===== src/rtl/render_pkg.sv =====
// Shared definitions for the render command master: register map, FSM states
// and the packed draw-command layout.
package render_pkg;

    localparam int CMD_W = 32;

    localparam int REG_X    = 1;
    localparam int REG_Y    = 2;
    localparam int REG_CODE = 4;
    localparam int REG_GO   = 6;

    localparam logic [1:0] SLV_CMD    = 2'd0;
    localparam logic [1:0] SLV_STATUS = 2'd1;
    localparam logic [1:0] SLV_CLEAR  = 2'd2;

    localparam int CMD_CODE_LSB    = 0;
    localparam int CMD_X_LSB       = 8;
    localparam int CMD_Y_LSB       = 17;
    localparam int CMD_NOCOORD_BIT = 30;

    typedef enum logic [2:0] {
        ST_IDLE,
        ST_LOAD,
        ST_WR_CODE,
        ST_WR_X,
        ST_WR_Y,
        ST_WR_GO
    } state_e;

    typedef struct packed {
        logic       ign_hi;
        logic       nocoord;
        logic [4:0] ign_mid;
        logic [7:0] y;
        logic [8:0] x;
        logic [7:0] code;
    } cmd_t;

endpackage


===== src/rtl/render_cmd_fifo.sv =====
// Synchronous command FIFO; head word is presented combinationally on dout_o.
module render_cmd_fifo
    import render_pkg::*;
#(
    parameter int DEPTH = 16
) (
    input  logic                       clk,
    input  logic                       rst_n,
    input  logic                       push_i,
    input  logic                       pop_i,
    input  logic [CMD_W-1:0]           din_i,
    output logic [CMD_W-1:0]           dout_o,
    output logic                       full_o,
    output logic                       empty_o,
    output logic [$clog2(DEPTH):0]     count_o
);

    localparam int PW = $clog2(DEPTH);

    logic [CMD_W-1:0] mem_q [DEPTH];
    logic [PW-1:0]    wr_ptr_q;
    logic [PW-1:0]    rd_ptr_q;
    logic [PW:0]      count_q;
    logic             do_push;
    logic             do_pop;

    assign full_o  = (count_q == (PW+1)'(DEPTH));
    assign empty_o = (count_q == '0);
    assign count_o = count_q;
    assign dout_o  = mem_q[rd_ptr_q];

    assign do_push = push_i && !full_o;
    assign do_pop  = pop_i && !empty_o;

    always_ff @(posedge clk) begin
        if (do_push) begin
            mem_q[wr_ptr_q] <= din_i;
        end
    end

    // Pointers wrap naturally because DEPTH is a power of two.
    always_ff @(posedge clk or negedge rst_n) begin
        if (!rst_n) begin
            wr_ptr_q <= '0;
            rd_ptr_q <= '0;
            count_q  <= '0;
        end else begin
            if (do_push) wr_ptr_q <= wr_ptr_q + 1'b1;
            if (do_pop)  rd_ptr_q <= rd_ptr_q + 1'b1;
            case ({do_push, do_pop})
                2'b10:   count_q <= count_q + 1'b1;
                2'b01:   count_q <= count_q - 1'b1;
                default: count_q <= count_q;
            endcase
        end
    end

endmodule


===== src/rtl/render_cmd_master.sv =====
// Command queue plus Avalon-MM master replaying each draw command to render as
// code -> x -> y -> start writes.
//   state    | meaning
//   IDLE     | waiting for a queued command; pops the head into cmd_q
//   LOAD     | cmd_q valid, preparing the code write
//   WR_CODE  | writing code to REG_CODE
//   WR_X     | writing x midpoint to REG_X
//   WR_Y     | writing y midpoint to REG_Y
//   WR_GO    | writing 0 to REG_GO to start the plot
module render_cmd_master
    import render_pkg::*;
#(
    parameter int DEPTH = 16,
    parameter int AW    = 4
) (
    input  logic              clk,
    input  logic              rst_n,
    input  logic [1:0]        s_address,
    input  logic              s_write,
    input  logic [31:0]       s_writedata,
    input  logic              s_read,
    output logic [31:0]       s_readdata,
    output logic [AW-1:0]     m_address,
    output logic              m_write,
    output logic [31:0]       m_writedata,
    input  logic              m_waitrequest
);

    localparam int CW = $clog2(DEPTH) + 1;

    state_e          state_q;
    cmd_t            cmd_q;
    logic            m_write_q;
    logic [AW-1:0]   m_address_q;
    logic [31:0]     m_writedata_q;
    logic            overflow_q;
    logic [31:0]     s_readdata_q;

    logic            fifo_push;
    logic            fifo_pop;
    logic            fifo_full;
    logic            fifo_empty;
    logic [31:0]     fifo_dout;
    logic [CW-1:0]   fifo_count;
    logic            wr_cmd;
    logic            accept;
    logic            busy;
    logic [31:0]     status_word;
    logic            unused_cmd_bits;

    assign wr_cmd    = s_write && (s_address == SLV_CMD);
    assign fifo_push = wr_cmd && !fifo_full;
    assign fifo_pop  = (state_q == ST_IDLE) && !fifo_empty;
    assign accept    = m_write_q && !m_waitrequest;
    assign busy      = (state_q != ST_IDLE) || !fifo_empty;

    assign status_word     = {22'b0, overflow_q, busy, 3'b0, 5'(fifo_count)};
    assign unused_cmd_bits = ^{cmd_q.ign_hi, cmd_q.ign_mid};

    render_cmd_fifo #(.DEPTH(DEPTH)) u_fifo (
        .clk     (clk),
        .rst_n   (rst_n),
        .push_i  (fifo_push),
        .pop_i   (fifo_pop),
        .din_i   (s_writedata),
        .dout_o  (fifo_dout),
        .full_o  (fifo_full),
        .empty_o (fifo_empty),
        .count_o (fifo_count)
    );

    // Bus outputs are loaded on the transition into each write state so they
    // stay frozen for as long as render holds waitrequest.
    always_ff @(posedge clk or negedge rst_n) begin
        if (!rst_n) begin
            state_q       <= ST_IDLE;
            cmd_q         <= '0;
            m_write_q     <= 1'b0;
            m_address_q   <= '0;
            m_writedata_q <= '0;
        end else begin
            case (state_q)
                ST_IDLE: begin
                    if (!fifo_empty) begin
                        cmd_q   <= cmd_t'(fifo_dout);
                        state_q <= ST_LOAD;
                    end
                end
                ST_LOAD: begin
                    state_q       <= ST_WR_CODE;
                    m_write_q     <= 1'b1;
                    m_address_q   <= AW'(REG_CODE);
                    m_writedata_q <= {24'b0, cmd_q.code};
                end
                ST_WR_CODE: begin
                    if (accept) begin
                        if (cmd_q.nocoord) begin
                            state_q       <= ST_WR_GO;
                            m_address_q   <= AW'(REG_GO);
                            m_writedata_q <= '0;
                        end else begin
                            state_q       <= ST_WR_X;
                            m_address_q   <= AW'(REG_X);
                            m_writedata_q <= {23'b0, cmd_q.x};
                        end
                    end
                end
                ST_WR_X: begin
                    if (accept) begin
                        state_q       <= ST_WR_Y;
                        m_address_q   <= AW'(REG_Y);
                        m_writedata_q <= {24'b0, cmd_q.y};
                    end
                end
                ST_WR_Y: begin
                    if (accept) begin
                        state_q       <= ST_WR_GO;
                        m_address_q   <= AW'(REG_GO);
                        m_writedata_q <= '0;
                    end
                end
                ST_WR_GO: begin
                    if (accept) begin
                        state_q       <= ST_IDLE;
                        m_write_q     <= 1'b0;
                        m_address_q   <= '0;
                        m_writedata_q <= '0;
                    end
                end
                default: begin
                    state_q   <= ST_IDLE;
                    m_write_q <= 1'b0;
                end
            endcase
        end
    end

    // Fullness is sampled before any same-cycle pop, so a push into a full
    // FIFO is always dropped.
    always_ff @(posedge clk or negedge rst_n) begin
        if (!rst_n) begin
            overflow_q   <= 1'b0;
            s_readdata_q <= '0;
        end else begin
            if (wr_cmd && fifo_full) begin
                overflow_q <= 1'b1;
            end else if (s_write && (s_address == SLV_CLEAR) && s_writedata[0]) begin
                overflow_q <= 1'b0;
            end
            s_readdata_q <= (s_read && (s_address == SLV_STATUS)) ? status_word : '0;
        end
    end

    assign m_write     = m_write_q;
    assign m_address   = m_address_q;
    assign m_writedata = m_writedata_q;
    assign s_readdata  = s_readdata_q;

endmodule

===== config.mk =====
export PLATFORM = sky130hd
export DESIGN_NAME = render_cmd_master
export DESIGN_NICKNAME = d
export VERILOG_FILES = /design/src/rtl/render_pkg.sv /design/src/rtl/render_cmd_fifo.sv /design/src/rtl/render_cmd_master.sv
export SDC_FILE = /design/constraint.sdc
export NUM_CORES = 1
export LEC_CHECK = 0
export ABC_CLOCK_PERIOD_IN_PS = 4900
export CELL_PAD_IN_SITES_DETAIL_PLACEMENT = 1
export CELL_PAD_IN_SITES_GLOBAL_PLACEMENT = 1
export CORE_ASPECT_RATIO = 0.6
export CORE_MARGIN = 8
export CORE_UTILIZATION = 53
export DETAILED_ROUTE_END_ITERATION = 8
export PLACE_DENSITY_LB_ADDON = 0.15
export SYNTH_ARGS = -nofsm -noshare
export SYNTH_HDL_FRONTEND = slang
export SYNTH_HIERARCHICAL = 1
export SYNTH_SLANG_ARGS = --single-unit

===== constraint.sdc =====
create_clock -name clk -period 4.9 [get_ports clk]
set_clock_uncertainty 0.1 [all_clocks]
set_input_delay 0.98 -clock clk [delete_from_list [all_inputs] [get_ports clk]]
set_output_delay 0.98 -clock clk [all_outputs]
set_load 0.01 [all_outputs]

Yosys cells after proc, flatten, opt, wreduce, memory -nomap -nowiden

Memories as Yosys holds them, arrays and structs flattened. A register that Yosys moved wholly into a read port is not among the register bits.
Index checks and enable logic that the tools add are counted.

Memory bits (writable): 512
Memories: 1
Logic and storage cells: 88
Register bits: 64
Output and inout port bits: 69

Reductions and logical operators: 30
Bitwise logic cells: 2
Muxes and demuxes: 26
$add $sub $neg: 4
Equal/unequal tests: 16

Memory list:

| name         | depth | bits a word | read ports | clocked after memory_dff | write ports | line                  | source |
|---|---|---|---|---|---|---|---|
| u_fifo.mem_q | 16    | 32          | 1          | 1                        | 1           | render_cmd_fifo.sv:20 | `logic [CMD_W-1:0] mem_q [DEPTH];` |

Operators with widths:

| cell                                                               | count |
|---|---|
| 32-bit one-hot mux with 4 select lines                             | 1 |
| 32-bit two-way mux                                                 | 3 |
| 3-bit two-way mux                                                  | 7 |
| 4-bit one-hot mux with 5 select lines                              | 1 |
| 3-bit one-hot mux with 6 select lines                              | 1 |
| 4-bit two-way mux                                                  | 4 |
| 1-bit logical AND                                                  | 10 |
| 10-bit two-way mux                                                 | 1 |
| 2-bit inequality test, second input constant                       | 5 |
| 5-bit one-hot mux with 2 select lines                              | 1 |
| 5-bit AND reduction                                                | 2 |
| 9-bit two-way mux                                                  | 1 |
| 4-bit by 1-bit adder with 4-bit output, second input constant      | 2 |
| 3-bit by 2-bit == test with 1-bit output, second input constant    | 2 |
| 3-bit == test, second input constant                               | 2 |
| 5-bit by 1-bit adder with 5-bit output, second input constant      | 1 |
| 5-bit == test, second input constant                               | 1 |
| 5-bit logical NOT                                                  | 1 |
| 1-bit two-way mux                                                  | 5 |
| 5-bit nonzero test                                                 | 1 |
| 5-bit by 1-bit subtractor with 5-bit output, second input constant | 1 |
| 2-bit by 1-bit == test with 1-bit output, second input constant    | 2 |
| 2-bit == test, second input constant                               | 2 |
| 1-bit logical NOT                                                  | 4 |
| other kinds (14)                                                   | 17 |

Depth between registers and ports, before layout

Word-level depth: 6
Mapped depth: 15
Mapped depth without buffers: 14

Hierarchy

The synthesis kept the hierarchy.

By module, submodules not included:

| module            | cells an instance | instances | seq. area each (um^2) | area an instance (um^2) |
|---|---|---|---|---|
| render_cmd_fifo   | 1,012             | 1         | 15,700.1              | 20,392.1 |
| render_cmd_master | 211               | 1         | 1,251.2               | 2,529.9 |

Worst setup path after synthesis

No wires, ideal clock.

Path type: input to register
Start: input s_write
End: memory u_fifo.mem_q[3][0], enable pin
Path slack: 0.389 ns
Library setup time: 0.461 ns
Data required time: 4.339 ns
Cell stages on the path: 6
Arrival: 3.950 ns
Path buffers: 1
Cell sequence: nor2b_1 nor3b_1 and2_1 buf_2 nand2_1 nor3_1

Cells in the longest elaborated chain, start to end: 5

RTL lines:

| element                                 | line                    | source |
|---|---|---|
| from (decl)                             | render_cmd_master.sv:19 | `input logic s_write,` |
| 1-bit logical AND                       | render_cmd_master.sv:51 | `assign wr_cmd = s_write && (s_address == SLV_CMD);` |
| 1-bit logical AND                       | render_cmd_master.sv:52 | `assign fifo_push = wr_cmd && !fifo_full;` |
| named net fifo_push                     | render_cmd_master.sv:39 | `logic fifo_push;` |
| 1-bit logical AND                       | render_cmd_fifo.sv:32   | `assign do_push = push_i && !full_o;` |
| 1-bit two-way mux                       | render_cmd_fifo.sv:36   | `if (do_push) begin` |
| 1-bit two-way mux (not written as such) | render_cmd_fifo.sv:37   | `mem_q[wr_ptr_q] <= din_i;` |
| to (decl)                               | render_cmd_fifo.sv:20   |  |

The timed path passes the listed nets, and every way through them passes these cells.

Worst setup path after layout

Start: register u_fifo.count_q[0], in the netlist u_fifo/count_o[0]
End: register u_fifo.count_q[4], in the netlist u_fifo/count_o[4]

Cells in the longest elaborated chain, start to end: 6

RTL lines:

| element                                                                     | line                                           | source |
|---|---|---|
| from (decl)                                                                 | render_cmd_fifo.sv:23                          | `logic [PW:0] count_q;` |
| from (signal assigned)                                                      | render_cmd_fifo.sv:51                          | `2'b10: count_q <= count_q + 1'b1;` |
| from (signal assigned)                                                      | render_cmd_fifo.sv:52                          | `2'b01: count_q <= count_q - 1'b1;` |
| from (signal assigned)                                                      | render_cmd_fifo.sv:53                          | `default: count_q <= count_q;` |
| 5-bit logical NOT *                                                         | render_cmd_fifo.sv:28                          | `assign empty_o = (count_q == '0);` |
| named net fifo_empty                                                        | render_cmd_master.sv:42                        | `logic fifo_empty;` |
| 1-bit logical NOT *                                                         | render_cmd_fifo.sv:33, render_cmd_master.sv:53 |  |
| 1-bit logical AND                                                           | render_cmd_master.sv:53                        | `assign fifo_pop = (state_q == ST_IDLE) && !fifo_empty;` |
| 1-bit logical AND *                                                         | render_cmd_fifo.sv:33                          | `assign do_pop = pop_i && !empty_o;` |
| 2-bit by 1-bit == test with 1-bit output or 2-bit == test (tied branches)   | render_cmd_fifo.sv:50                          | `case ({do_push, do_pop})` |
| 5-bit one-hot mux with 2 select lines or 2-bit nonzero test (tied branches) | n/a                                            |  |

Mark *: on every way through the listed nets, which the timed path passes. The rest lies on a longest branch.
A chain may end at the register's enable or synchronous reset.

==> impl_metrics.py <==
metrics = {
    "worst_hold_path": {
        "hold_start": "cmd_q[1]",
        "hold_class": "reg2reg",
        "whs_path_depth": 1,
        "min_to": "cmd_q[1]",
    },
    "routing": {
        "viasPerCell": 6.01,
        "drc": 0,
        "drt_iter0_markers": 932,
        "drt_wl_total_um": 46700,
        "firstDrtPassIters": 5,
        "dr_total_vias": 9900,
        "detail_route.wl_per_cell_um": 28.3,
        "postRouteAntennaNets": 0,
    },
    "sta": {
        "worstMarginPinSlew_ps": 1220,
        "max_freq_mhz": 279,
        "layout_min_cycle_time_ps": 3580,
        "finalHoldViolations": 0,
        "finalSetupTns_ps": 0,
        "final-setup-viol-count": 0,
        "rsz0062_at_grt": "no",
        "maxSlewViolCount": 0,
        "max-slew-margin-rel_pct": 18.3,
        "period_share_pct": 73.1,
    },
    "yosys": {
        "syn-instance-count": 1061,
        "syn_avg_cell_area_um2": 18.2,
        "synthesis.area_um2": 19300,
        "synth.yosys.warnings": 6,
    },
    "power": {
        "power_density_nw_per_um2": 570,
        "seq_power_share_pct": 41.0,
        "p_int_mw": 8.33,
        "p_comb_share_pct": 31.7,
        "switchingPower_mw": 4.06,
        "power_mw": 12.4,
        "ir_drop_uv": 373,
        "p_sw_share_pct": 32.7,
        "p_leak_nw": 7.59,
        "clockPowerShare_pct": 27.3,
    },
    "clock_network": {
        "cts_resized": 0,
        "cts.path.max_buffers": 3,
        "clkSinkCount": 479,
        "cts-root-buf": "clkbuf_16",
        "cts_buffers": 44,
        "hold_buffers": 0,
        "clock_latency_ps": 560,
        "cts_tree": "built",
        "htreeDepth": 2,
        "path_clk_slew_ps": 60,
        "post-cts-setup-buffers": 0,
    },
    "placement": {
        "portBuffers": 52,
        "hpwl_um": 29500,
        "gp_congestion": 0.756,
    },
    "floorplan": {
        "fp.dieW_um": 263,
        "pin_count": 108,
        "start_util_pct": 53.5,
        "die_y_um": 164,
        "dieArea_um2": 43000,
        "std_cell_rows": 54,
        "core_um2": 36100,
    },
    "critical_path": {
        "r2r-end": "u_fifo/count_o[4]",
        "cp-end-kind": "flop",
        "start_kind": "flop",
        "crit_arrival_ps": 3910,
        "r2r_slack_ps": 1320,
        "r2r-start": "u_fifo/count_o[0]",
        "r2r_cells": 13,
        "crit_required_ps": 5230,
        "critPathMaxFanout": 28,
        "crit_type": "reg2reg",
    },
    "flow_run": {
        "cap_violations": 0,
    },
    "run_status": {
        "outcome": "completed",
    },
    "global_routing": {
        "antenna_found_initial": 1,
        "track_usage_pct": 21.6,
        "grt_pass1_wl_um": 69000,
        "grt_pass1_vias": 10600,
        "grt_overflow_total": 0,
        "grt_max_degree": 64,
    },
    "finish": {
        "antenna-diode-count": 0,
        "drive_gt1_share_pct": 17.7,
        "area_growth_pct": 12.5,
        "final_nets": 1186,
    },
}
-- worst max path at each step --
| stage | startpoint | end | cells after the start |
|---|---|---|---|
| CTS | u_fifo/count_o[0] | u_fifo/count_o[4] | 13 |
| global route | u_fifo/count_o[0] | u_fifo/count_o[4] | 13 |
| finish | u_fifo/count_o[0] | u_fifo/count_o[4] | 13 |
| detailed placement | s_write | u_fifo/count_o[4] | 13 |
| global placement | s_write | u_fifo/count_o[4] | 13 |
| floorplan | s_write | u_fifo/mem_q[3][0] | 6 |
-- power by group through the flow --
stage / clock (mW) / combinational, mW / sequential (mW)
after floorplan: 0 / 2.84 / 4.99
after global placement: 0 / 3.81 / 5.14
after detailed placement: 0 / 3.91 / 5.16
after CTS: 3.46 / 3.94 / 5.08
after global routing: 3.60 / 4.22 / 5.12
final: 3.38 / 3.93 / 5.07
-- routing by layer --
layer / GRT usage, % / up-vias / wire [um]
li1: - / 4268 / -
met1: 30.9 / 5261 / 21300
met2: 33.1 / 315 / 21100
met3: 5.46 / 56 / 3360
met4: 5.34 / 0 / 895
met5: 0 / - / 0
-- cell type report --
type / count / area, um2
clock buffer: 68 / 1290
inverter: 21 / 78.8
fill: 3121 / 14400
multi-input combinational: 495 / 4670
clock inverter: 14 / 131
timing repair buffer: 95 / 903
sequential: 479 / 14100
tap: 476 / 596
-- worst max-delay path: stages, from the launching register on --
cell and delay [ps]:
dfrtp_1 420, nor4_1 100, and2b_1 220, nor4_4 140, buf_4 390, nor2b_1 450, ha_1 320, inv_1 100
fa_1 410, nor2b_1 120, o21ai_0 110, nand3_1 100, or3b_1 360, xnor2_1 130
-- metrics by stage --
stage / instance area [um2] / setup WS [ps] / cells / hold slack, ps / util [%]
6_report: 21700 / 1320 / 1648 / 400 / 60.2
3_3_place_gp: 20300 / 911 / 1566 / 372 / 56.2
3_5_place_dp: 20300 / 933 / 1566 / 379 / 56.2
5_1_grt: 21700 / 1020 / 1648 / 434 / 60.2
4_1_cts: 21700 / 1260 / 1648 / 401 / 60.2
2_1_floorplan: 19500 / 810 / 1109 / 358 / -
-- cells in the final DEF (no fill, tap or decap), types with 12 or more instances in the layout --
master,instances
edfxtp_1,416
mux2i_1,115
dfrtp_1,61
a221oi_1,52
clkdlybuf4s50_1,51
mux4_2,50
conb_1,49
clkbuf_16,46
nand2_1,41
buf_4,39
o21ai_0,35
mux2_2,27
a22oi_1,27
inv_1,20
clkbuf_1,16
nor2_4,12
-- registers in the layout (all words and copies together), names as in the netlist --
signal / cells
cmd_q: 26
m_address: 3
m_write: 1
m_writedata: 9
overflow_q: 1
s_readdata: 7
state_q: 3
u_fifo/count_o: 5
u_fifo/mem_q: 416
u_fifo/rd_ptr_q: 4
u_fifo/wr_ptr_q: 4
Power figures use the tool's default switching activity.
